**src/rtl/unified_mem_requester_pkg.sv**
```systemverilog
// Shared types for the unified memory requester:
// func3 codes, response-tag FSM states, legality rule.
package unified_mem_requester_pkg;

    localparam logic [2:0] FUNC3_LB  = 3'b000;
    localparam logic [2:0] FUNC3_LH  = 3'b001;
    localparam logic [2:0] FUNC3_LW  = 3'b010;
    localparam logic [2:0] FUNC3_LBU = 3'b100;
    localparam logic [2:0] FUNC3_LHU = 3'b101;
    localparam logic [2:0] FUNC3_SB  = 3'b000;
    localparam logic [2:0] FUNC3_SH  = 3'b001;
    localparam logic [2:0] FUNC3_SW  = 3'b010;

    typedef enum logic [1:0] {
        IDLE   = 2'd0,
        RESP_I = 2'd1,
        RESP_D = 2'd2
    } state_e;

    // Width is legal for the direction and the address is naturally aligned.
    function automatic logic is_legal_access(
        input logic       we,
        input logic [2:0] f3,
        input logic [1:0] lo
    );
        logic ok;
        ok = 1'b0;
        if (we) begin
            case (f3)
                FUNC3_SB: ok = 1'b1;
                FUNC3_SH: ok = ~lo[0];
                FUNC3_SW: ok = (lo == 2'b00);
                default:  ok = 1'b0;
            endcase
        end else begin
            case (f3)
                FUNC3_LB, FUNC3_LBU: ok = 1'b1;
                FUNC3_LH, FUNC3_LHU: ok = ~lo[0];
                FUNC3_LW:            ok = (lo == 2'b00);
                default:             ok = 1'b0;
            endcase
        end
        return ok;
    endfunction

endpackage

```
**src/rtl/unified_mem_requester_if.sv**
```systemverilog
// Bundle of pipeline-side handshakes and memory-side bus
// seen by the unified memory requester.
interface unified_mem_requester_if #(parameter int AW = 8);

    logic          if_req;
    logic [AW-1:0] if_addr;
    logic          if_ready;
    logic          if_valid;
    logic [31:0]   if_instr;

    logic          d_req;
    logic          d_we;
    logic [2:0]    d_func3;
    logic [AW-1:0] d_addr;
    logic [31:0]   d_wdata;
    logic          d_ready;
    logic          d_valid;
    logic [31:0]   d_rdata;
    logic          d_err;

    logic          mem_fetch;
    logic [AW-1:0] mem_addr;
    logic [2:0]    mem_func3;
    logic          mem_read;
    logic          mem_write;
    logic [31:0]   mem_wdata;
    logic [31:0]   mem_rdata;

    // Requester view: drives responses and the memory strobes.
    modport master (
        input  if_req, if_addr,
        input  d_req, d_we, d_func3, d_addr, d_wdata,
        input  mem_rdata,
        output if_ready, if_valid, if_instr,
        output d_ready, d_valid, d_rdata, d_err,
        output mem_fetch, mem_addr, mem_func3,
        output mem_read, mem_write, mem_wdata
    );

    // Pipeline and memory view.
    modport slave (
        output if_req, if_addr,
        output d_req, d_we, d_func3, d_addr, d_wdata,
        output mem_rdata,
        input  if_ready, if_valid, if_instr,
        input  d_ready, d_valid, d_rdata, d_err,
        input  mem_fetch, mem_addr, mem_func3,
        input  mem_read, mem_write, mem_wdata
    );

endinterface

```
**src/rtl/unified_mem_requester_checker.sv**
```systemverilog
// Combinational width/alignment legality check
// for data-side requests.
module unified_mem_requester_checker
    import unified_mem_requester_pkg::*;
(
    input  logic       we_i,
    input  logic [2:0] func3_i,
    input  logic [1:0] addr_lo_i,
    output logic       legal_o
);

    // Legal when func3 fits the direction and the address is aligned.
    always_comb legal_o = is_legal_access(we_i, func3_i, addr_lo_i);

endmodule

```
**src/rtl/unified_mem_requester.sv**
```systemverilog
// Arbitrates fetch vs load/store onto the single-ported memory
// and returns registered, one-cycle response pulses.
module unified_mem_requester
    import unified_mem_requester_pkg::*;
#(
    parameter int STARVE_MAX = 4,
    parameter int AW         = 8
) (
    input logic clk,
    input logic rst,
    unified_mem_requester_if.master bus
);

    localparam int CW = $clog2(STARVE_MAX + 1);
    localparam logic [CW-1:0] SMAX = CW'(STARVE_MAX);

    state_e        state_q, state_d;
    logic [CW-1:0] starve_q, starve_d;
    logic [31:0]   if_instr_q, if_instr_d;
    logic [31:0]   d_rdata_q, d_rdata_d;
    logic          d_err_q, d_err_d;
    logic          if_acc, d_acc, legal, starved;
    logic [AW-1:0] addr_sel;

    unified_mem_requester_checker u_chk (
        .we_i      (bus.d_we),
        .func3_i   (bus.d_func3),
        .addr_lo_i (bus.d_addr[1:0]),
        .legal_o   (legal)
    );

    assign starved = (starve_q == SMAX);

    // Grant: data first unless fetch has waited long enough; none in reset.
    always_comb begin
        if_acc = 1'b0;
        d_acc  = 1'b0;
        if (!rst) begin
            if (bus.if_req && (!bus.d_req || starved)) begin
                if_acc = 1'b1;
            end else if (bus.d_req) begin
                d_acc = 1'b1;
            end
        end
    end

    // Count consecutive denied fetch cycles, saturating.
    always_comb begin
        starve_d = '0;
        if (bus.if_req && !if_acc) begin
            starve_d = starved ? starve_q : starve_q + 1'b1;
        end
    end

    // Response tag: which valid fires in the next cycle.
    always_comb begin
        state_d = IDLE;
        if (if_acc) begin
            state_d = RESP_I;
        end else if (d_acc) begin
            state_d = RESP_D;
        end
    end

    // Response payload captured from memory in the accept cycle.
    always_comb begin
        if_instr_d = if_instr_q;
        d_rdata_d  = d_rdata_q;
        d_err_d    = 1'b0;
        if (if_acc) begin
            if_instr_d = bus.mem_rdata;
        end
        if (d_acc) begin
            d_err_d   = ~legal;
            d_rdata_d = (legal && !bus.d_we) ? bus.mem_rdata : 32'h0;
        end
    end

    // State, counter and response registers.
    always_ff @(posedge clk or posedge rst) begin
        if (rst) begin
            state_q    <= IDLE;
            starve_q   <= '0;
            if_instr_q <= 32'h0;
            d_rdata_q  <= 32'h0;
            d_err_q    <= 1'b0;
        end else begin
            state_q    <= state_d;
            starve_q   <= starve_d;
            if_instr_q <= if_instr_d;
            d_rdata_q  <= d_rdata_d;
            d_err_q    <= d_err_d;
        end
    end

    // Handshake, response and memory-bus outputs.
    always_comb begin
        addr_sel      = if_acc ? bus.if_addr : bus.d_addr;
        bus.if_ready  = if_acc;
        bus.d_ready   = d_acc;
        bus.if_valid  = (state_q == RESP_I);
        bus.d_valid   = (state_q == RESP_D);
        bus.if_instr  = if_instr_q;
        bus.d_rdata   = d_rdata_q;
        bus.d_err     = d_err_q;
        bus.mem_fetch = if_acc;
        bus.mem_addr  = addr_sel;
        bus.mem_func3 = if_acc ? 3'b000 : bus.d_func3;
        bus.mem_read  = d_acc && legal && !bus.d_we;
        bus.mem_write = d_acc && legal && bus.d_we;
        bus.mem_wdata = bus.d_wdata;
    end

endmodule
```
**src/flat_wrapper.sv**
```systemverilog
// flat-port wrapper written by rule: the top's interface ports become plain ports
module unified_mem_requester_flat import unified_mem_requester_pkg::*;
#(
    parameter int STARVE_MAX = 4,
    parameter int AW         = 8
)
  (clk, rst, bus_if_req, bus_if_addr, bus_d_req, bus_d_we, bus_d_func3, bus_d_addr, bus_d_wdata, bus_mem_rdata, bus_if_ready, bus_if_valid, bus_if_instr, bus_d_ready, bus_d_valid, bus_d_rdata, bus_d_err, bus_mem_fetch, bus_mem_addr, bus_mem_func3, bus_mem_read, bus_mem_write, bus_mem_wdata);
  unified_mem_requester_if #(.AW(AW)) bus_i ();
  input logic clk;
  input logic rst;
  input wire logic [$bits(bus_i.if_req)-1:0] bus_if_req;
  input wire logic [$bits(bus_i.if_addr)-1:0] bus_if_addr;
  input wire logic [$bits(bus_i.d_req)-1:0] bus_d_req;
  input wire logic [$bits(bus_i.d_we)-1:0] bus_d_we;
  input wire logic [$bits(bus_i.d_func3)-1:0] bus_d_func3;
  input wire logic [$bits(bus_i.d_addr)-1:0] bus_d_addr;
  input wire logic [$bits(bus_i.d_wdata)-1:0] bus_d_wdata;
  input wire logic [$bits(bus_i.mem_rdata)-1:0] bus_mem_rdata;
  output wire logic [$bits(bus_i.if_ready)-1:0] bus_if_ready;
  output wire logic [$bits(bus_i.if_valid)-1:0] bus_if_valid;
  output wire logic [$bits(bus_i.if_instr)-1:0] bus_if_instr;
  output wire logic [$bits(bus_i.d_ready)-1:0] bus_d_ready;
  output wire logic [$bits(bus_i.d_valid)-1:0] bus_d_valid;
  output wire logic [$bits(bus_i.d_rdata)-1:0] bus_d_rdata;
  output wire logic [$bits(bus_i.d_err)-1:0] bus_d_err;
  output wire logic [$bits(bus_i.mem_fetch)-1:0] bus_mem_fetch;
  output wire logic [$bits(bus_i.mem_addr)-1:0] bus_mem_addr;
  output wire logic [$bits(bus_i.mem_func3)-1:0] bus_mem_func3;
  output wire logic [$bits(bus_i.mem_read)-1:0] bus_mem_read;
  output wire logic [$bits(bus_i.mem_write)-1:0] bus_mem_write;
  output wire logic [$bits(bus_i.mem_wdata)-1:0] bus_mem_wdata;
  assign bus_i.if_req = bus_if_req;
  assign bus_i.if_addr = bus_if_addr;
  assign bus_i.d_req = bus_d_req;
  assign bus_i.d_we = bus_d_we;
  assign bus_i.d_func3 = bus_d_func3;
  assign bus_i.d_addr = bus_d_addr;
  assign bus_i.d_wdata = bus_d_wdata;
  assign bus_i.mem_rdata = bus_mem_rdata;
  assign bus_if_ready = bus_i.if_ready;
  assign bus_if_valid = bus_i.if_valid;
  assign bus_if_instr = bus_i.if_instr;
  assign bus_d_ready = bus_i.d_ready;
  assign bus_d_valid = bus_i.d_valid;
  assign bus_d_rdata = bus_i.d_rdata;
  assign bus_d_err = bus_i.d_err;
  assign bus_mem_fetch = bus_i.mem_fetch;
  assign bus_mem_addr = bus_i.mem_addr;
  assign bus_mem_func3 = bus_i.mem_func3;
  assign bus_mem_read = bus_i.mem_read;
  assign bus_mem_write = bus_i.mem_write;
  assign bus_mem_wdata = bus_i.mem_wdata;
  unified_mem_requester #(.STARVE_MAX(STARVE_MAX), .AW(AW)) u_core (.clk(clk), .rst(rst), .bus(bus_i));
endmodule
```
**config.mk**
```make
export PLATFORM = sky130hd
export DESIGN_NAME = unified_mem_requester_flat
export DESIGN_NICKNAME = d
export VERILOG_FILES = /design/src/rtl/unified_mem_requester_pkg.sv /design/src/rtl/unified_mem_requester_if.sv /design/src/rtl/unified_mem_requester_checker.sv /design/src/rtl/unified_mem_requester.sv /design/src/flat_wrapper.sv
export SDC_FILE = /design/constraint.sdc
export NUM_CORES = 1
export LEC_CHECK = 0
export BUFFER_PORTS_ARGS = -buffer_cell sky130_fd_sc_hd__buf_2
export CORE_UTILIZATION = 40
export DETAILED_ROUTE_END_ITERATION = 7
export HOLD_SLACK_MARGIN = 0.06
export PLACE_DENSITY_LB_ADDON = 0.1
export SYNTH_ARGS = -nofsm -noshare
export SYNTH_HDL_FRONTEND = slang
export SYNTH_SLANG_ARGS = --single-unit
export TNS_END_PERCENT = 10
```
**constraint.sdc**
```tcl
create_clock -name clk -period 5 [get_ports clk]
set_input_delay 0.75 -clock clk [delete_from_list [all_inputs] [get_ports clk]]
set_output_delay 0.75 -clock clk [all_outputs]
set_load 0.02 [all_outputs]
```
# After elaboration in Yosys (flattened, before gate mapping)
# Cells that the tools add are included.
# Widths: inputs -> output; s select.
[classes]
add_sub_neg = 1
mul = 0
div_mod_pow = 0
n_lt_le_gt_ge = 0
eq_ne = 8
shifts = 0
muxes = 16
bitwise_logic = 2
n_reduce_logical = 14
[ops]
columns = ["operator", "n"]
rows = [
  ["$mux 32", 1],
  ["$eq 3x3->1 const B", 3],
  ["$mux 3", 3],
  ["$mux 8", 1],
  ["$mux 1", 7],
  ["$logic_and 1x1->1", 6],
  ["$pmux 1 s3", 2],
  ["$mux 2", 2],
  ["$reduce_or 2->1", 2],
  ["$add 3x1->3 const B", 1],
  ["$eq 3x1->1 const B", 1],
  ["$eq 3x2->1 const B", 1],
  ["$logic_not 1->1", 3],
  ["$logic_not 3->1", 1],
  ["$eq 2x1->1 const B", 1],
  ["$eq 2x2->1 const B", 1],
  ["$logic_not 2->1", 1],
  ["$ne 2x2->1 const B", 1],
  ["$not 1->1", 2],
  ["$logic_or 1x1->1", 1],
]
[word_totals]
register_bits = 70
latch_bits = 0
ramBits = 0
mem_bits_ro = 0
in_bits = 88
output_inout_bits = 115
word_cells = 46
n_memories = 0

# Depth between registers and ports, before layout
# Gate-level depths: netlist (run 1).
[logic_depth]
word_depth = 8
mapped_depth = 7
depth_no_buf = 6

# Cells and area by module
# Synthesis (run 1) repeated with hierarchy kept, for this count alone.
[unflattened]
hier_cells = 284
hier_area_um2 = 3313.2
[by_module_without_submodules]
columns = ["mod", "instances", "cells_per_inst", "area_per_inst_um2", "seq_area_each_um2"]
rows = [
  ["unified_mem_requester", 1, 282, 3294.4, 1751.7],
  ["unified_mem_requester_checker", 1, 2, 18.8, 0.0],
]

# Worst setup path after synthesis (run 1)
# Ideal clock, no wire load.
[synth_path]
path_kind = "input -> output"
start = "input port bus_d_func3[0]"
end = "output port bus_mem_read"
t_arrival_ns = 2.017
t_required_ns = 4.250
slack_ns = 2.233
path_stages = 3
path_buffers = 1
path_cell_list = "or4_4 -> a2111oi_4 -> buf_6"
[synth_via]
elab_chain_cells = 6
elab_cells_between_ends = 12
classes_between = "eq/ne: 4; mux: 3; reduce/logical: 5"
[synth_lines]
columns = ["item", "line_no", "source"]
rows = [
  ["start, declared", "flat_wrapper.sv:15", "input wire logic [$bits(bus_i.d_func3)-1:0] bus_d_func3;"],
  ["$eq 3x1->1, or another cell as far along", "unified_mem_requester_pkg.sv:29, unified_mem_requester_pkg.sv:36", ""],
  ["$reduce_or 2->1", "unified_mem_requester_pkg.sv:36", "case (f3)"],
  ["$pmux 1 s3", "unified_mem_requester_pkg.sv:36", ""],
  ["$mux 1 (*)", "unified_mem_requester_pkg.sv:28", "if (we) begin"],
  ["$logic_and 1x1->1 (*) (2 in a row)", "unified_mem_requester.sv:109", "bus.mem_read = d_acc && legal && !bus.d_we;"],
  ["end, declared", "flat_wrapper.sv:29", "output wire logic [$bits(bus_i.mem_read)-1:0] bus_mem_read;"],
]
# Mark *: on every way between the ends. The rest lies on a longest branch, timed or not.

# Final worst setup path (run 1)
[layout_path]
start = "register u_core.starve_q[0]"
end = "output port bus_mem_addr[3]"
[layout_via]
elab_chain_cells = 6
[layout_lines]
columns = ["item", "line_no", "source"]
rows = [
  ["start, declared", "unified_mem_requester.sv:18", "logic [CW-1:0] starve_q, starve_d;"],
  ["start signal, assigned", "unified_mem_requester.sv:89", "starve_q <= starve_d;"],
  ["$eq 3x3->1", "unified_mem_requester.sv:32", "assign starved = (starve_q == SMAX);"],
  ["$logic_or 1x1->1", "unified_mem_requester.sv:39", "if (bus.if_req && (!bus.d_req || starved)) begin"],
  ["$logic_and 1x1->1", "unified_mem_requester.sv:39", ""],
  ["$mux 1", "unified_mem_requester.sv:39", ""],
  ["$mux 1", "unified_mem_requester.sv:38", "if (!rst) begin"],
  ["$mux 8", "unified_mem_requester.sv:98", "addr_sel = if_acc ? bus.if_addr : bus.d_addr;"],
  ["end, declared", "flat_wrapper.sv:27", "output wire logic [$bits(bus_i.mem_addr)-1:0] bus_mem_addr;"],
]
# Every way passes these cells.

==> out/qor.csv, run 1 <==
metric,value,unit
die area,0.00796,sq mm
cells resized by post-CTS repair,0,
initial antenna violation count,0,
first-pass GRT wire length,9620,um
endpoint class of the critical path,output port,
worst skew pair latency,0.33,ns
slew at the pin closest to its max-slew limit,0.712,ns
core area,0.00729,sq mm
Yosys warning count,0,
post-DR vias/cell,4.79,
Inst Count DP,417,
CTS Root Cell,clkbuf_8,
setup bufs post-CTS,0,
Routed Wire Length,6480,um
Pleak,2.00,nW
post-synthesis cell count,220,
Relative slew margins,0.524,
post-route ant nets,0,
RSZ-0062 raised after global routing,false,
DR pass1 iterations,4,
initial core utilization,0.417,
maximum fanout along the worst path,18,
register clock-pin slew on the reported worst setup and hold paths,0.07,ns
drt drc,0,
Top-Level Pins,203,
PwrDens,395,mW/mm^2
setup_tns,0,ns
Max rail drop VDD,0.224,mV
area of the multi-input gates,966,sq um
Yosys reg bits,70,
gr ovfl total,0,
CTS Buffer Depth,2,
Max Slew Vio Count,0,
Final Hold Fails,0,
fin crit share,0.662,
CTS sink cnt,70,
critical path startpoint category,register,
Crit path required time,4.25,ns
Worst Skew,0.00906,ns
GPL Wtd Cong,0.703,
Seq. cell area,0.00175,sq mm
drt wl/cell,15.0,um
chip height,89.2,um
setup ws final,1.69,ns
hold buffer count at CTS,0,
pin count of the biggest net entering global routing,37,
layout cell share with drive strength beyond 1,0.608,
WS Path Type,register to output port,
Antenna Cells,0,
syn nets,310,
Netlist cell types,29,
pre-CTS WS,1.82,ns
Nets,419,
via count,2073,
asr flop ratio synth,1.00,
max-cap violation count,0,
WP data arrival,2.56,ns
Num CTS Buffers,9,
GRT Overall Usage,0.163,
DP HPWL,4480,um
final setup fails,0,
htree depth,3,
Tmin final,3.31,ns
Initial DRC Count,56,
worst hold path type,register to register,
"commonest non-fill, non-tap cell in the layout",buf_2,
Port Buffers,138,
register area share after synthesis,0.575,
Main synth FF type,dfrtp_1,
Finished Layout Cells,433,
Syn Std Cell Area,0.00304,sq mm
"EDFF count, synth",0,
Syn Area/Cell,13.8,sq um
std cell rows,31,
CTS tree,built,
"commonest non-fill, non-tap cells in the layout","138 x buf_2, 70 x dfrtp_1, 38 x mux2_2",
Area Growth Syn to Fin,24.9,%
maximum clock frequency,0.302,GHz
Chip Width,89.2,um
Layout fillers,699,
status,completed,
vias in the first global route,1912,
Yosys cell counts (2+ instances only):
library cell  instances  area (sq um)
dfrtp_1              70          1750
mux2_2               38           428
buf_4                33           248
a22o_1               31           272
inv_1                 5          18.8
clkbuf_1              4          15.0
nor2b_1               4          25.0
buf_2                 3          15.0
buf_6                 3          33.8
nor2_1                3          11.3
and3_1                2          12.5
buf_1                 2          7.51
ha_1                  2          25.0
mux2_1                2          22.5
nand2_1               2          7.51
nand2b_1              2          12.5
nor3b_1               2          15.0
stage by stage:
step	util	area [sq um]	hold WS (ns)	total power [W]
after floorplan	-	3040	0.551	0.000936
after global placement	0.492	3590	0.483	0.00103
after detailed placement	0.492	3590	0.487	0.00103
after CTS	0.521	3800	0.506	0.00153
after global routing	0.521	3800	0.515	0.00158
final	0.521	3800	0.503	0.00150
report_power, final:
part / internal (W) / total (W) / switching [W]
clock network: 0.000280 / 0.000484 / 0.000204
logic: 0.000140 / 0.000337 / 0.000197
registers: 0.000641 / 0.000680 / 0.0000382
routing by layer:
| layer | up-vias | global-route usage | wire [um] |
|---|---|---|---|
| li1 | 959 | - | - |
| met3 | 6 | 0.0748 | 676 |
| met5 | - | 0 | 0 |
| met2 | 116 | 0.247 | 2820 |
| met1 | 992 | 0.216 | 2930 |
| met4 | 0 | 0.0317 | 47 |
final timing paths:
| check | startpoint | to | slack (ns) | cells past startpoint |
|---|---|---|---|---|
| setup / recovery | u_core.starve_q[0] | bus_mem_addr[3] | 1.69 | 7 |
| hold / removal | u_core.bus.d_rdata[19] | u_core.bus.d_rdata[19] | 0.50 | 1 |
| setup reg to reg | u_core.starve_q[0] | u_core.bus.if_instr[1] | 2.52 | 7 |
| hold reg to reg | u_core.bus.d_rdata[19] | u_core.bus.d_rdata[19] | 0.50 | 1 |
| max in group asynchronous | rst | u_core.bus.d_rdata[17] | 3.51 | 3 |
| min in group asynchronous | rst | u_core.bus.d_rdata[1] | 0.54 | 2 |
cell type report:
type | count | area share
Inverter | 5 | 0.00494
Sequential cell | 70 | 0.461
Clock inverter | 6 | 0.0227
Multi-Input combinational cell | 100 | 0.254
Tap cell | 99 | 0.0326
Timing Repair Buffer | 143 | 0.192
Clock buffer | 10 | 0.0336
cells by family (layout without fill, tap and decap cells):
kind of cell,count (synthesis),after routing,share of synthesized area
buf+inv,50,164,0.111
mux,41,41,0.151
compound gates,36,36,0.110
fa+ha+maj,2,2,0.00822
flops,70,70,0.575
xor+xnor,1,1,0.00288
simple gates,20,20,0.0411
critical path, stage by stage, from the launching register on:
cell and delay, ns:
dfrtp_1 0.41, inv_1 0.07, ha_1 0.17, nand2_1 0.15
a21oi_4 0.54, buf_4 0.36, mux2_2 0.36, buf_2 0.16
flip-flops by register name, indices dropped and copies added, names as in the netlist:
register and count:
u_core.state_q 2, u_core.bus.d_rdata 32, u_core.starve_q 3, u_core.bus.if_instr 32
u_core.bus.d_err 1
No activity file was read; power rests on OpenSTA's default activity.
==> run 2: changes to the inputs <==
--- a/config.mk
+++ b/config.mk
@@ -5,6 +5,7 @@
 export SDC_FILE = /design/constraint.sdc
 export NUM_CORES = 1
 export LEC_CHECK = 0
+export ABC_AREA = 1
 export BUFFER_PORTS_ARGS = -buffer_cell sky130_fd_sc_hd__buf_2
 export CORE_UTILIZATION = 40
 export DETAILED_ROUTE_END_ITERATION = 7
==> constraint.sdc (replaced) <==
create_clock -name clk -period 2.7 [get_ports clk]
set_input_delay 0.405 -clock clk [delete_from_list [all_inputs] [get_ports clk]]
set_output_delay 0.405 -clock clk [all_outputs]
set_load 0.02 [all_outputs]
==> out/qor.csv, run 2 <==
metric,value,unit,change
initial core utilization,0.417,,about the same
core area,0.00830,sq mm,was 0.00729 sq mm
endpoint class of the critical path,output port,,unchanged
CTS Buffer Depth,2,,unchanged
Synth top cells by count,"192 x nand2_1, 70 x dfrtp_1, 38 x buf_4",,"was 70 x dfrtp_1, 38 x mux2_2, 33 x buf_4"
"commonest non-fill, non-tap cell in the layout",nand2_1,,was buf_2
post-synthesis cell count,382,,was 220
register clock-pin slew on the reported worst setup and hold paths,0.08,ns,was 0.07 ns
GPL Wtd Cong,0.733,,was 0.703
fin crit share,0.898,,
Relative slew margins,0.404,,was 0.524
Chip Width,95.0,um,was 89.2 um
Max rail drop VDD,0.344,mV,was 0.224 mV
initial antenna violation count,0,,unchanged
R2R Setup Slk,0.73,ns,was 2.52 ns
chip height,95.0,um,was 89.2 um
CTS sink cnt,70,,unchanged
Syn Area/Cell,9.06,sq um,was 13.8 sq um
reg2reg path depth,10,,was 7
first-pass GRT wire length,12800,um,was 9620 um
main area contributors after synthesis,"dfrtp_1 51%, nand2_1 21%, nand3_2 8.7%",,"was dfrtp_1 58%, mux2_2 14%, a22o_1 8.9%"
gr ovfl total,0,,unchanged
std cell rows,33,,was 31
vias in the first global route,2573,,was 1912
drt drc,0,,unchanged
DR pass1 iterations,4,,unchanged
Antenna Cells,0,,unchanged
via count,2739,,was 2073
CTS Root Cell,clkbuf_8,,unchanged
Max Slew Vio Count,0,,unchanged
GRT Overall Usage,0.188,,was 0.163
Slowest cell on crit path,dfrtp_1,,was a21oi_4
maximum clock frequency,0.412,GHz,
setup bufs post-CTS,0,,unchanged
CP Launch Point,u_core.starve_q[0],,unchanged
Nets,576,,was 419
post-DR vias/cell,4.60,,was 4.79
Yosys warning count,0,,unchanged
Pleak,2.47,nW,was 2.00 nW
RSZ-0062 raised after global routing,false,,unchanged
Netlist cell types,22,,was 29
pin count of the biggest net entering global routing,71,,was 37
maximum fanout along the worst path,28,,was 18
worst r2r dst,u_core.bus.d_rdata[17],,was u_core.bus.if_instr[1]
cells resized by post-CTS repair,0,,unchanged
Worst setup endpoint,bus_mem_addr[2],,was bus_mem_addr[3]
Initial DRC Count,97,,was 56
slew at the pin closest to its max-slew limit,0.894,ns,was 0.712 ns
Syn Std Cell Area,0.00346,sq mm,was 0.00304 sq mm
drt wl/cell,13.9,um,was 15.0 um
WS Path Type,register to output port,,unchanged
Yosys reg bits,70,,unchanged
WP data arrival,2.02,ns,was 2.56 ns
register area share after synthesis,0.506,,was 0.575
critical path startpoint category,register,,unchanged
Area Growth Syn to Fin,20.1,%,was 24.9%
Inst Count DP,580,,was 417
Final Hold Fails,0,,unchanged
syn nets,472,,was 310
status,completed,,unchanged
Tmin final,2.43,ns,
post-synth top area share,0.506,,was 0.575
"EDFF count, synth",0,,unchanged
Finished Layout Cells,596,,was 433
"delay-heaviest family, CP",buffers and inverters,,unchanged
worst hold path type,input port to register,,was register to register
die area,0.00903,sq mm,was 0.00796 sq mm
top-count cell post-synth,nand2_1,,was dfrtp_1
Crit path required time,2.30,ns,was 4.25 ns
hold buffer count at CTS,0,,unchanged
CTS tree,built,,unchanged
htree depth,3,,unchanged
setup_tns,0,ns,unchanged
start of the worst register-to-register path,u_core.starve_q[0],,unchanged
Worst Skew,0.00740,ns,was 0.00906 ns
DP HPWL,5640,um,was 4480 um
CP max stage delay,0.38,ns,was 0.54 ns
worst skew pair latency,0.34,ns,was 0.33 ns
"commonest non-fill, non-tap cells in the layout","192 x nand2_1, 138 x buf_2, 70 x dfrtp_1",,"was 138 x buf_2, 70 x dfrtp_1, 38 x mux2_2"
worst-path cell chain,inv_1 > ha_1 > nand2_4 > nand2_4 > nand3_4 > inv_2 > nand2_1 > nand2_1 > buf_2,,was inv_1 > ha_1 > nand2_1 > a21oi_4 > buf_4 > mux2_2 > buf_2
max-cap violation count,0,,unchanged
CP bufs+invs,3,,unchanged
Port Buffers,138,,unchanged
Yosys top cell by area,dfrtp_1,,unchanged
PwrDens,707,mW/mm^2,was 395 mW/mm^2
Top-Level Pins,203,,unchanged
Routed Wire Length,8270,um,was 6480 um
Crit. path cell count,9,,was 7
post-route ant nets,0,,unchanged
layout cell share with drive strength beyond 1,0.405,,was 0.608
Num CTS Buffers,9,,unchanged
asr flop ratio synth,1.00,,unchanged
final setup fails,0,,unchanged
Main synth FF type,dfrtp_1,,unchanged
run 2: metrics by stage:
stage / utilization / worst slack (ns) / power [W] / cell area [sq um] / hold slack, ns
finish: 0.501 / 0.274 / 0.00294 / 4160 / 0.283
global route: 0.501 / 0.0954 / 0.00310 / 4160 / 0.277
CTS: 0.501 / 0.245 / 0.00298 / 4160 / 0.266
detailed placement: 0.472 / 0.617 / 0.00195 / 3920 / 0.460
global placement: 0.472 / 0.695 / 0.00194 / 3920 / 0.459
floorplan: - / 0.369 / 0.00176 / 3460 / 0.515
run 2: per-layer routing:
metal,up-vias,GRT usage,wire length (um)
li1,1340,-,-
met1,1270,0.239,3610
met2,118,0.296,3850
met3,11,0.0638,715
met4,0,0.0720,95
met5,-,0,0
run 2: cell families after synthesis:
logic type | share of synthesized area
AND/OR/NAND/NOR | 0.344
flip-flops | 0.506
buffers and inverters | 0.132
AO/OA/AOI/OAI | 0.00650
XOR/XNOR | 0.00506
adder cells (fa/ha/maj) | 0.00723
run 2: tightest hold or removal path: stages:
cell	delay (ns)
buf_2	0.09
nand2_1	0.05
nand2_1	0.04
run 2: worst min-delay path by stage:
stage	slack, ns	cells past startpoint	end	from
after floorplan	0.51	2	u_core.bus.if_instr[0]	bus_mem_rdata[0]
after global placement	0.46	2	u_core.bus.if_instr[12]	u_core.bus.if_instr[12]
after detailed placement	0.46	2	u_core.bus.d_rdata[14]	u_core.bus.d_rdata[14]
after CTS	0.27	3	u_core.bus.if_instr[9]	bus_mem_rdata[9]
after global routing	0.28	3	u_core.bus.if_instr[10]	bus_mem_rdata[10]
final	0.28	3	u_core.bus.if_instr[9]	bus_mem_rdata[9]
run 2: report_power, final:
group | switching (W) | internal, W | total (W)
clock network | 0.000401 | 0.000618 | 0.00102
registers | 0.0000736 | 0.00118 | 0.00126
logic | 0.000447 | 0.000217 | 0.000663
run 2: final cells by class:
class                      instances  area [sq um]
fill                             836          4140
sequential                        70          1750
multi-input combinational        248          1250
timing repair buffer             143           728
clock buffer                      11           131
tap                              105           131
clock inverter                     5           106
inverter                          14          52.6
==> run 3: changes to the inputs <==
--- a/config.mk
+++ b/config.mk
@@ -7,8 +7,10 @@
 export LEC_CHECK = 0
 export ABC_AREA = 1
 export BUFFER_PORTS_ARGS = -buffer_cell sky130_fd_sc_hd__buf_2
+export CAP_MARGIN = 20
 export CORE_UTILIZATION = 40
 export DETAILED_ROUTE_END_ITERATION = 7
+export GPL_TIMING_DRIVEN = 0
 export HOLD_SLACK_MARGIN = 0.06
 export PLACE_DENSITY_LB_ADDON = 0.1
 export SYNTH_ARGS = -nofsm -noshare
==> out/qor.csv, run 3 (synthesized netlist as in run 2, its figures left out) <==
metric,value,unit,change
status,completed,,unchanged
area of the multi-input gates,0.00125,sq mm,unchanged
hold buffer count at CTS,0,,unchanged
slew at the pin closest to its max-slew limit,0.447,ns,was 0.894 ns
final setup fails,0,,unchanged
endpoint class of the critical path,output port,,unchanged
Initial DRC Count,77,,was 97
worst hold path type,input port to asynchronous set/reset pin,,was input port to register
worst skew pair latency,0.35,ns,was 0.34 ns
fin crit share,0.883,,was 0.898
critical path startpoint category,register,,unchanged
"commonest non-fill, non-tap cells in the layout","192 x nand2_1, 177 x buf_2, 70 x dfrtp_1",,"was 192 x nand2_1, 138 x buf_2, 70 x dfrtp_1"
Routed Wire Length,8750,um,was 8270 um
"commonest non-fill, non-tap cell in the layout",nand2_1,,unchanged
initial core utilization,0.417,,unchanged
Nets,654,,was 576
met2 wire len,4090,um,was 3850 um
Top-Level Pins,203,,unchanged
drt wl/cell,13.0,um,was 13.9 um
Final Hold Fails,0,,unchanged
Finished Layout Cells,674,,was 596
RSZ-0062 raised after global routing,false,,unchanged
Crit path required time,2.30,ns,about the same
setup bufs post-CTS,0,,unchanged
via count,2983,,was 2739
GRT Overall Usage,0.199,,was 0.188
first-pass GRT wire length,13500,um,was 12800 um
Worst Hold Margin,0.123,ns,was 0.283 ns
layout cell share with drive strength beyond 1,0.490,,was 0.405
Area Growth Syn to Fin,35.0,%,was 20.1%
post-DR vias/cell,4.43,,was 4.60
Max Slew Vio Count,0,,unchanged
Num CTS Buffers,9,,unchanged
WL met3,691,um,was 715 um
cells resized by post-CTS repair,0,,unchanged
htree depth,3,,unchanged
CTS Root Cell,clkbuf_8,,unchanged
CTS tree,built,,unchanged
initial antenna violation count,0,,unchanged
die area,0.00903,sq mm,unchanged
wire length on met1,3880,um,was 3610 um
PwrDens,623,mW/mm^2,was 707 mW/mm^2
maximum clock frequency,0.419,GHz,was 0.412 GHz
top sig layer,met4,,unchanged
Relative slew margins,0.702,,was 0.404
post-route ant nets,0,,unchanged
CTS Buffer Depth,2,,unchanged
WP data arrival,1.98,ns,was 2.02 ns
Port Buffers,170,,was 138
DP HPWL,6470,um,was 5640 um
setup_tns,0,ns,unchanged
register clock-pin slew on the reported worst setup and hold paths,0.08,ns,about the same
max-cap violation count,0,,unchanged
Seq. cell area,0.00175,sq mm,unchanged
CTS sink cnt,70,,unchanged
Pleak,2.81,nW,was 2.47 nW
Layout fillers,777,,was 836
Tmin final,2.38,ns,was 2.43 ns
chip height,95.0,um,unchanged
Chip Width,95.0,um,unchanged
DR pass1 iterations,4,,unchanged
vias in the first global route,2708,,was 2573
core area,0.00830,sq mm,unchanged
std cell rows,33,,unchanged
gr ovfl total,0,,unchanged
Antenna Cells,0,,unchanged
GPL Wtd Cong,0.766,,was 0.733
Max rail drop VDD,0.355,mV,was 0.344 mV
Worst Skew,0.0127,ns,was 0.00740 ns
pin count of the biggest net entering global routing,39,,was 71
WS Path Type,register to output port,,unchanged
maximum fanout along the worst path,12,,was 28
Inst Count DP,658,,was 580
drt drc,0,,unchanged
-- run 3: cell count changes in the layout (fill, tap and decap cells not counted), moves of 2 or more --
cell | before | now
buf_2 | 138 | 177
buf_4 | 5 | 38
bufinv_16 | 3 | 1
buf_6 | 0 | 2
buf_12 | 0 | 4
clkbuf_1 | 2 | 0
-- run 3: worst max-delay path, cell delays in order, from the launching register on --
cell and delay [ns]:
dfrtp_1 0.38, inv_1 0.10, ha_1 0.22, nand2_4 0.09, nand2_4 0.09, nand3_4 0.13, inv_2 0.15, buf_4 0.22
buf_4 0.13, buf_2 0.14
-- run 3: power by group --
group | internal, W | switching (W)
Clock | 0.000458 | 0.000421
Sequential | 0.00118 | 0.0000717
Combinational | 0.000280 | 0.000497
-- run 3: path summary, 6_finish.rpt --
path / depth (start not counted) / slack [ns] / endpoint / startpoint
worst max-delay path: 9 / 0.32 / bus_mem_fetch / u_core.starve_q[0]
worst min-delay path: 2 / 0.12 / u_core.starve_q[2] / rst
worst max register to register: 9 / 1.13 / u_core.bus.if_instr[3] / u_core.starve_q[0]
worst min register to register: 2 / 0.48 / u_core.bus.if_instr[15] / u_core.bus.if_instr[15]
max in group asynchronous: 3 / 2.02 / u_core.bus.d_rdata[0] / rst
min in group clk: 3 / 0.27 / u_core.bus.if_instr[18] / bus_mem_rdata[18]
-- run 3: layout make-up --
| type | instances | share of cell area |
|---|---|---|
| clock buffers | 10 | 0.0294 |
| plain buffers | 50 | 0.0862 |
| inverters | 14 | 0.0118 |
| clock inverters | 6 | 0.0150 |
| well taps | 105 | 0.0281 |
| multi-input cells | 248 | 0.268 |
| repair buffers | 171 | 0.186 |
| flip-flops and latches | 70 | 0.375 |
-- run 3: through the flow --
| step | setup slack [ns] | instance area, sq um | utilization | power [W] |
|---|---|---|---|---|
| floorplan | 0.369 | 3460 | - | 0.00176 |
| global placement | -0.463 | 4440 | 0.536 | 0.00204 |
| detailed placement | 0.469 | 4470 | 0.538 | 0.00206 |
| CTS | 0.266 | 4670 | 0.563 | 0.00295 |
| global route | 0.158 | 4670 | 0.563 | 0.00308 |
| finish | 0.315 | 4670 | 0.563 | 0.00291 |
-- run 3: layer usage --
metal / GRT usage / vias up
met5: 0 / -
met4: 0.0644 / 0
met3: 0.0558 / 9
met2: 0.312 / 122
met1: 0.266 / 1346
li1: - / 1506
